`config.mk`:
```
export PLATFORM = sky130hd
export DESIGN_NAME = ex_addsub_stage
export DESIGN_NICKNAME = d
export VERILOG_FILES = /design/src/rtl/ex_addsub_stage.sv
export SDC_FILE = /design/constraint.sdc
export NUM_CORES = 1
export LEC_CHECK = 0
export BUFFER_PORTS_ARGS = -buffer_cell sky130_fd_sc_hd__buf_4
export CORE_MARGIN = 3
export CORE_UTILIZATION = 46
export DETAILED_ROUTE_END_ITERATION = 12
export PLACE_DENSITY_LB_ADDON = 0.25
export RECOVER_POWER = 100
export SKIP_CTS_REPAIR_TIMING = 1
export SLEW_MARGIN = 20
export SYNTH_ARGS = -nofsm -noshare
export SYNTH_HDL_FRONTEND = slang
export SYNTH_SLANG_ARGS = --single-unit
```
`constraint.sdc`:
```
create_clock -name i_clk -period 2.3 [get_ports i_clk]
set_clock_uncertainty 0.15 [all_clocks]
set_input_delay 0.575 -clock i_clk [delete_from_list [all_inputs] [get_ports i_clk]]
set_output_delay 0.575 -clock i_clk [all_outputs]
set_load 0.005 [all_outputs]
```
`src/rtl/ex_addsub_stage.sv`:
```
// ex_addsub_stage
//   Execute-stage front end for the add-class integer ops. It drives the external
//   adder operands and carry-in combinationally and forms ADD/SUB/SLT/SLTU results
//   from the returned sum and carry-out. Results are queued in a 2-entry output skid
//   buffer that has valid/ready handshakes on both sides.
//
// Ports
//   i_clk, i_rst_n     clock, synchronous active-low reset
//   i_flush            synchronous flush; empties the buffer and drops a same-cycle push
//   i_valid / o_ready  upstream handshake; o_ready depends on registered state only
//   i_op, i_a, i_b     op (00 ADD, 01 SUB, 10 SLT, 11 SLTU) and operands
//   i_tag              destination tag, passed through unchanged
//   o_adder_a/b/cin    to the adder
//   i_adder_sum/cout   from the adder (same cycle)
//   o_valid / i_ready  downstream handshake on the buffer head
//   o_result, o_tag    head result and tag
//   o_ovf              head signed-overflow flag (ADD/SUB only)
module ex_addsub_stage #(
    parameter int unsigned WIDTH = 32,
    parameter int unsigned TAG_W = 5
) (
    input  logic             i_clk,
    input  logic             i_rst_n,
    input  logic             i_flush,
    input  logic             i_valid,
    output logic             o_ready,
    input  logic [1:0]       i_op,
    input  logic [WIDTH-1:0] i_a,
    input  logic [WIDTH-1:0] i_b,
    input  logic [TAG_W-1:0] i_tag,
    output logic [WIDTH-1:0] o_adder_a,
    output logic [WIDTH-1:0] o_adder_b,
    output logic             o_adder_cin,
    input  logic [WIDTH-1:0] i_adder_sum,
    input  logic             i_adder_cout,
    output logic             o_valid,
    input  logic             i_ready,
    output logic [WIDTH-1:0] o_result,
    output logic [TAG_W-1:0] o_tag,
    output logic             o_ovf
);

    localparam logic [1:0] OpAdd  = 2'b00;
    localparam logic [1:0] OpSub  = 2'b01;
    localparam logic [1:0] OpSlt  = 2'b10;
    localparam logic [1:0] OpSltu = 2'b11;

    // State encodes the buffer occupancy directly.
    typedef enum logic [1:0] {
        StEmpty = 2'd0,
        StOne   = 2'd1,
        StTwo   = 2'd2
    } state_e;

    typedef struct packed {
        logic [WIDTH-1:0] result;
        logic [TAG_W-1:0] tag;
        logic             ovf;
    } entry_t;

    state_e           state_q, state_d;
    entry_t           head_q, head_d;
    entry_t           tail_q, tail_d;
    entry_t           new_entry;
    logic [WIDTH-1:0] b_x;
    logic             ovf_raw;
    logic             push;
    logic             pop;

    // Operand drive: subtraction-style ops use a + ~b + 1, independent of i_valid.
    always_comb begin
        o_adder_a = i_a;
        if (i_op == OpAdd) begin
            b_x         = i_b;
            o_adder_cin = 1'b0;
        end else begin
            b_x         = ~i_b;
            o_adder_cin = 1'b1;
        end
        o_adder_b = b_x;
    end

    // Signed overflow: operands to the adder agree in sign but the sum does not.
    assign ovf_raw = (i_a[WIDTH-1] == b_x[WIDTH-1]) & (i_adder_sum[WIDTH-1] != i_a[WIDTH-1]);

    always_comb begin
        new_entry.result = i_adder_sum;
        new_entry.tag    = i_tag;
        new_entry.ovf    = 1'b0;
        unique case (i_op)
            OpAdd, OpSub: new_entry.ovf = ovf_raw;
            // a < b signed: sign of a - b, corrected when the subtraction overflowed.
            OpSlt:  new_entry.result = {{(WIDTH-1){1'b0}}, i_adder_sum[WIDTH-1] ^ ovf_raw};
            // a < b unsigned: a - b borrowed, i.e. no carry out of a + ~b + 1.
            OpSltu: new_entry.result = {{(WIDTH-1){1'b0}}, ~i_adder_cout};
            default: ;
        endcase
    end

    assign o_ready = (state_q != StTwo);
    assign o_valid = (state_q != StEmpty);
    assign push    = i_valid & o_ready;
    assign pop     = o_valid & i_ready;

    always_comb begin
        state_d = state_q;
        head_d  = head_q;
        tail_d  = tail_q;
        if (i_flush) begin
            state_d = StEmpty;
        end else begin
            unique case (state_q)
                StEmpty: begin
                    if (push) begin
                        head_d  = new_entry;
                        state_d = StOne;
                    end
                end
                StOne: begin
                    if (push && pop) begin
                        head_d = new_entry;
                    end else if (push) begin
                        tail_d  = new_entry;
                        state_d = StTwo;
                    end else if (pop) begin
                        state_d = StEmpty;
                    end
                end
                StTwo: begin
                    if (pop) begin
                        head_d  = tail_q;
                        state_d = StOne;
                    end
                end
                default: state_d = StEmpty;
            endcase
        end
    end

    always_ff @(posedge i_clk) begin
        if (!i_rst_n) begin
            state_q <= StEmpty;
            head_q  <= '0;
            tail_q  <= '0;
        end else begin
            state_q <= state_d;
            head_q  <= head_d;
            tail_q  <= tail_d;
        end
    end

    assign o_result = head_q.result;
    assign o_tag    = head_q.tag;
    assign o_ovf    = head_q.ovf;

endmodule
```
* Word level (Yosys, flattened, before mapping)
Cells that the tools add are included.
Storage, ports and cells: logic and storage cells 53, input bits 109, output and inout port bits 105, register bits 78
Cells by class: mux-type cells 14, bitwise gates (word level) 9, reduce and logical (&&, ||, !) cells 10, equal/unequal tests 13
Operators with widths (count):
- $mux 38 | 3
- $pmux 38 s3 | 1
- $pmux 32 s2 | 1
- $mux 32 | 1
- $not 32->32 | 1
- $mux 2 | 5
- $ne 2x2->1 const B | 5
- $reduce_and 4->1 | 2
- $eq 2x2->1 const B | 3
- $pmux 2 s3 | 1
- $reduce_and 5->1 | 1
- $eq 2x1->1 const B | 2
- $logic_not 2->1 | 2
- $not 1->1 | 4
- $reduce_or 2->1 | 2
- $and 1x1->1 | 3
- $ne 3x3->1 const B | 1
- $reduce_bool 3->1 | 1
- $mux 1 | 2
- $reduce_bool 2->1 | 1
- $eq 1x1->1 | 1
- $logic_and 1x1->1 | 1
- $ne 1x1->1 | 1
- $xor 1x1->1 | 1

* Depth between registers and ports, before layout
Gate-level depths: netlist (run 1).
depth in word-level cells 8, mapped depth 6, mapped depth without buffers 4

* Least setup slack after synthesis (run 1)
OpenSTA, ideal clock, no wires.
path kind input -> output, from input port i_op[1], to output port o_adder_b[10], stages 5, path buffers 3, required time 1575 ps, setup slack 81 ps, data arrival time 1494 ps, cells stage by stage buf_2 > buf_2 > nor2_2 > buf_4 > xnor2_1
Between the ends: longest elaborated chain between the ends 2
Ends and longest elaborated chain:
- from (decl) | line 27 | input logic [1:0] i_op,
- $logic_not 2->1 | line 73 | if (i_op == OpAdd) begin
- $mux 32 | line 73
- to (decl) | line 32 | output logic [WIDTH-1:0] o_adder_b,
Every way passes these cells.

* Worst setup path in the final report (run 1)
from input port i_op[0], to output port o_adder_b[29]
The elaborated chain is that of the path after synthesis.

==> impl_metrics.ini, run 1 <==
[outcome]
status = finished clean

[power_and_ir_drop]
combPwrFrac = 0.197
power_density_mw_per_mm2 = 569
clock_power_share = 0.320
seqPwrFrac = 0.483
sw_frac_of_total = 0.248
ir_worst_vdd_v = 0.000380
p_leak_nw = 2.67
switchingPower_mw = 0.740
power.internal_mw = 2.25

[yosys]
yosysMostFrequentCell = nand2_1
ys_async_sr_fraction = 0
synth_area_leaders = dfxtp_1 (37%), nand2_1 (10%), mux2i_1 (9.1%)
syn_area_per_cell_um2 = 8.85
ys_seq_elements = 78
synth_top_area_frac = 0.374
synth_nets = 581
ys.warnings.count = 0
synth_area_mm2 = 0.00418
ys_seq_area_frac = 0.374
synth_edf_count = 0
yosysUniqueCellTypes = 32
synth_cells = 472
netlist_top_cells_count = nand2_1 (115), dfxtp_1 (78), buf_4 (46), mux2i_1 (38), o211a_1 (36)
yosys.area.top_type = dfxtp_1
ys.flop_type = dfxtp_1

[flow_run]
drv_cap = 0

[clocking]
root_buffer = clkbuf_8
cts.clk_slew.worst_paths_ns = 0.08
h-tree-depth = 3
clk_latency_ns = 0.33
numCtsBuffers = 9
cts_max_path_buffers = 2
clock-sinks = 78
cts_tree = yes

[worst_setup_path]
worstSetupEndpointType = output pin
arrival_ns = 1.39
ff2ff_path_depth = 4
start_kind = input pin
required_ns = 1.57
rr_endpoint = o_result[6]
worst-setup-path-type = input pin to output pin
r2r_slack_ns = 0.33
worstPathMaxFanout = 33
r2r-start = state_q[1]

[final_layout]
nFillCells = 792
n_antenna_cell = 0
drive_above_1_share = 0.296
fin_util = 0.600
areaGrowthSynthToFinish_pct = 25.8
layout.nets = 686

[timing]
tightest_slew_ns = 0.692
tns_ns = 0
slew_violations = 0
finalHoldWorstSlack_ns = 0.305
post-route-period-util = 0.922
relSlewSlack = 0.539
hold_viol = 0
rsz0062_at_grt = false
fmax_ghz = 0.472
setup-violations-final = 0
setup_slack_ns = 0.180
post-route-min-period_ns = 2.12

[global_routing]
antenna_found_initial = 0
grt-ovfl-total = 0
grt_usage = 0.185
use_met3 = 0.0537
use_met2 = 0.313
busiest_layer = met2
use_met1 = 0.230
grt_max_degree = 59
grt_pass1_wl_um = 15500
grt_pass1_vias = 3252

[detailed_routing]
vias = 3430
drc = 0
wire_per_inst_um = 14.0
wirelength_um = 9670
ant_nets = 0
drt_iter0_drc = 74
vias_per_cell = 4.98
dr.pass1.iters = 4

[placed_design]
io_buffers = 151
routabilityCongestion = 0.765
dp_hpwl_um = 6860
pre_cts_ws_ns = 0.194

[floorplanning]
rows = 34
dieArea_mm2 = 0.0103
die_w_um = 101
initial_utilization = 0.477
io_pins = 214
coreArea_mm2 = 0.00876
fp.dieH_um = 101

[hold_path]
hold_path_class = input pin to flop
min_from = i_ready
holdPathEnd = state_q[1]
whs_path_depth = 2
metal layers:
metal	share of wire	up-vias	wire length, um
met3	0.071	16	687
met1	0.43	1577	4170
met4	0.013	0	123
li1	-	1739	-
met2	0.49	98	4690
met5	0	-	0
layout by cell type (no fill, tap or decap), types with 2 or more instances in the layout:
| master | n |
|---|---|
| dfxtp_1 | 78 |
| o21ai_0 | 4 |
| nand2_1 | 115 |
| clkinv_2 | 2 |
| nor3b_1 | 2 |
| clkbuf_4 | 65 |
| a21boi_0 | 37 |
| xnor2_1 | 33 |
| o211a_1 | 36 |
| mux2i_1 | 38 |
| buf_4 | 85 |
| nand3_1 | 3 |
| buf_12 | 2 |
| nor2b_1 | 31 |
| clkbuf_1 | 11 |
| inv_1 | 4 |
| clkbuf_8 | 9 |
| nor2_1 | 4 |
| a21oi_1 | 2 |
| a31oi_1 | 2 |
| nand2b_1 | 2 |
stage by stage:
step | area, um2 | instances | total power, mW
2_1_floorplan | 4180 | 472 | 1.80
3_3_place_gp | 5130 | 674 | 2.09
3_5_place_dp | 5130 | 674 | 2.10
4_1_cts | 5310 | 689 | 3.07
5_1_grt | 5260 | 689 | 3.15
6_report | 5260 | 689 | 2.99
logic make-up after synthesis:
| logic type | count (synthesis) | synth area share |
|---|---|---|
| compound gates | 86 | 0.173 |
| xor+xnor | 33 | 0.0692 |
| buf+inv | 72 | 0.113 |
| flops | 78 | 0.374 |
| mux | 39 | 0.0938 |
| simple gates | 164 | 0.177 |
power by group through the flow:
| stage | logic (mW) | registers [mW] | clock network, mW |
|---|---|---|---|
| CTS | 0.626 | 1.45 | 0.996 |
| floorplan | 0.326 | 1.48 | 0 |
| detailed placement | 0.624 | 1.48 | 0 |
| global route | 0.651 | 1.45 | 1.05 |
| finish | 0.590 | 1.44 | 0.956 |
| global placement | 0.618 | 1.47 | 0 |
worst max-delay path, stage by stage:
cell      delay [ns]
buf_4           0.14
nor2_4          0.12
buf_12          0.24
xnor2_1         0.16
clkbuf_4        0.16
state kept, by name, indices dropped and copies added (netlist names):
register,cells
tail_q,38
o_ovf,1
state_q,2
o_result,32
o_tag,5
cell type report:
cell class / instances / area (um2) / area share
multi-input cells: 322 / 2160 / 0.411
repair buffers: 162 / 1200 / 0.229
well taps: 108 / 135 / 0.0257
inverters: 4 / 15.0 / 0.00286
clock buffers: 11 / 131 / 0.0250
clock inverters: 4 / 48.8 / 0.00929
flip-flops and latches: 78 / 1560 / 0.297
how the worst max path moves through the flow:
stage / from / end / slack [ns] / depth (start not counted)
6_report: i_op[0] / o_adder_b[29] / 0.18 / 5
5_1_grt: i_op[0] / o_adder_b[4] / 0.12 / 5
4_1_cts: i_op[0] / o_adder_b[21] / 0.19 / 5
3_5_place_dp: i_op[0] / o_adder_b[21] / 0.19 / 5
3_3_place_gp: i_op[0] / o_adder_b[14] / 0.24 / 5
2_1_floorplan: i_op[1] / o_adder_b[10] / 0.08 / 5
(Power assumes the default switching activity.)
==> run 2, diff against run 1 <==
- REMOVE_ABC_BUFFERS: not set -> 1
- SLEW_MARGIN: 20 -> not set
==> impl_metrics.ini, run 2 (synthesized netlist as in run 1, its figures left out) <==
[placed_design]
dpl.cell_count = 672
dp_hpwl_um = 7700
io_buffers = 151
routabilityCongestion = 0.790

[worst_setup_path]
slowest_delay_ns = 0.23
arrival_ns = 1.44
required_ns = 1.57
worstSetupEndpointType = output pin
cp_slowest_cell = buf_12
start_kind = input pin
cp_cell_sequence = clkbuf_1 > nor2_4 > buf_12 > xnor2_1 > clkbuf_4
worstPathMaxFanout = 33
worst-setup-path-type = input pin to output pin

[floorplanning]
rows = 34
fp.dieH_um = 101
io_pins = 214
die_w_um = 101
initial_utilization = 0.477
coreArea_mm2 = 0.00876
dieArea_mm2 = 0.0103

[final_layout]
fin_cells = 687
areaGrowthSynthToFinish_pct = 26.9
n_antenna_cell = 0
fin_util = 0.605
drive_above_1_share = 0.301
largest_reg_flops = 38
mostFrequentLayoutCells = nand2_1 (115), buf_4 (81), dfxtp_1 (78)
layout.nets = 684
regMostFlops = tail_q
mostFrequentLayoutCell = nand2_1
nFillCells = 778

[global_routing]
grt_pass1_wl_um = 16600
grt_pass1_vias = 3288
grt_max_degree = 75
grt_usage = 0.206
grt-ovfl-total = 0
antenna_found_initial = 0

[timing]
relSlewSlack = 0.433
hold_viol = 0
rsz0062_at_grt = false
setup-violations-final = 0
fmax_ghz = 0.461
post-route-min-period_ns = 2.17
finalHoldWorstSlack_ns = 0.288
post-route-period-util = 0.942
slew_violations = 0
tightest_slew_ns = 0.851

[power_and_ir_drop]
p_leak_nw = 2.69
power_density_mw_per_mm2 = 579
p_total_mw = 3.07
ir_worst_vdd_v = 0.000359

[clocking]
clock-sinks = 78
h-tree-depth = 3
numCtsBuffers = 9
cts_max_path_buffers = 2
clk_latency_ns = 0.34
cts_tree = yes
cts.clk_slew.worst_paths_ns = 0.07
root_buffer = clkbuf_8

[hold_path]
hold_path_class = input pin to flop

[detailed_routing]
vias = 3513
ant_nets = 0
drt_iter0_drc = 128
dr.pass1.iters = 4
wirelength_um = 10800
vias_per_cell = 5.11
wire_per_inst_um = 15.7
drc = 0

[flow_run]
drv_cap = 0

[outcome]
status = finished clean
==> run 2: cell count changes in the layout (fill, tap and decap cells not counted), sizes merged <==
cell | before | now
clkbuf | 86 | 83
clkinvlp | 0 | 1
==> run 2: routing by layer <==
layer	track usage	part of all wire	wire, um	up-vias
met3	0.0771	0.096	1030	9
li1	-	-	-	1737
met2	0.332	0.47	5030	154
met5	0.0192	0	0	-
met1	0.256	0.43	4620	1613
met4	0.0583	0.010	109	0
==> run 2: area by class of cell <==
class,instances,area (um2),share of cell area
Tap cell,108,135,0.0255
Sequential cell,78,1560,0.295
Clock inverter,5,60.1,0.0113
Multi-Input combinational cell,322,2160,0.407
Inverter,4,15.0,0.00283
Timing Repair Buffer,160,1230,0.233
Clock buffer,10,138,0.0260
==> run 2: power by group <==
group | internal (mW) | switching (mW)
registers | 1.41 | 0.0338
clock network | 0.527 | 0.501
logic | 0.344 | 0.250
total | 2.28 | 0.785
==> run 2: final timing paths <==
path                            startpoint             to  slack, ns  cells after the start
worst max-delay path               i_op[0]  o_adder_b[19]       0.13                      5
worst min-delay path               i_ready     state_q[1]       0.29                      2
worst max register to register  state_q[1]     tail_q[32]       0.23                      5
worst min register to register  tail_q[17]     tail_q[17]       0.31                      2
==> run 2: metrics by stage <==
step / setup WS, ns / setup TNS [ns] / instance area (um2)
after floorplan: -0.470 / -29.84 / 3720
after global placement: 0.232 / 0 / 5150
after detailed placement: 0.188 / 0 / 5150
after CTS: 0.184 / 0 / 5350
after global routing: 0.0752 / 0 / 5300
final: 0.133 / 0 / 5300
==> run 2: critical path, delay by kind of cell <==
| family | cells | cell delay (ns) |
|---|---|---|
| AND/OR/NAND/NOR | 1 | 0.15 |
| XOR/XNOR | 1 | 0.15 |
| buffers and inverters | 3 | 0.54 |
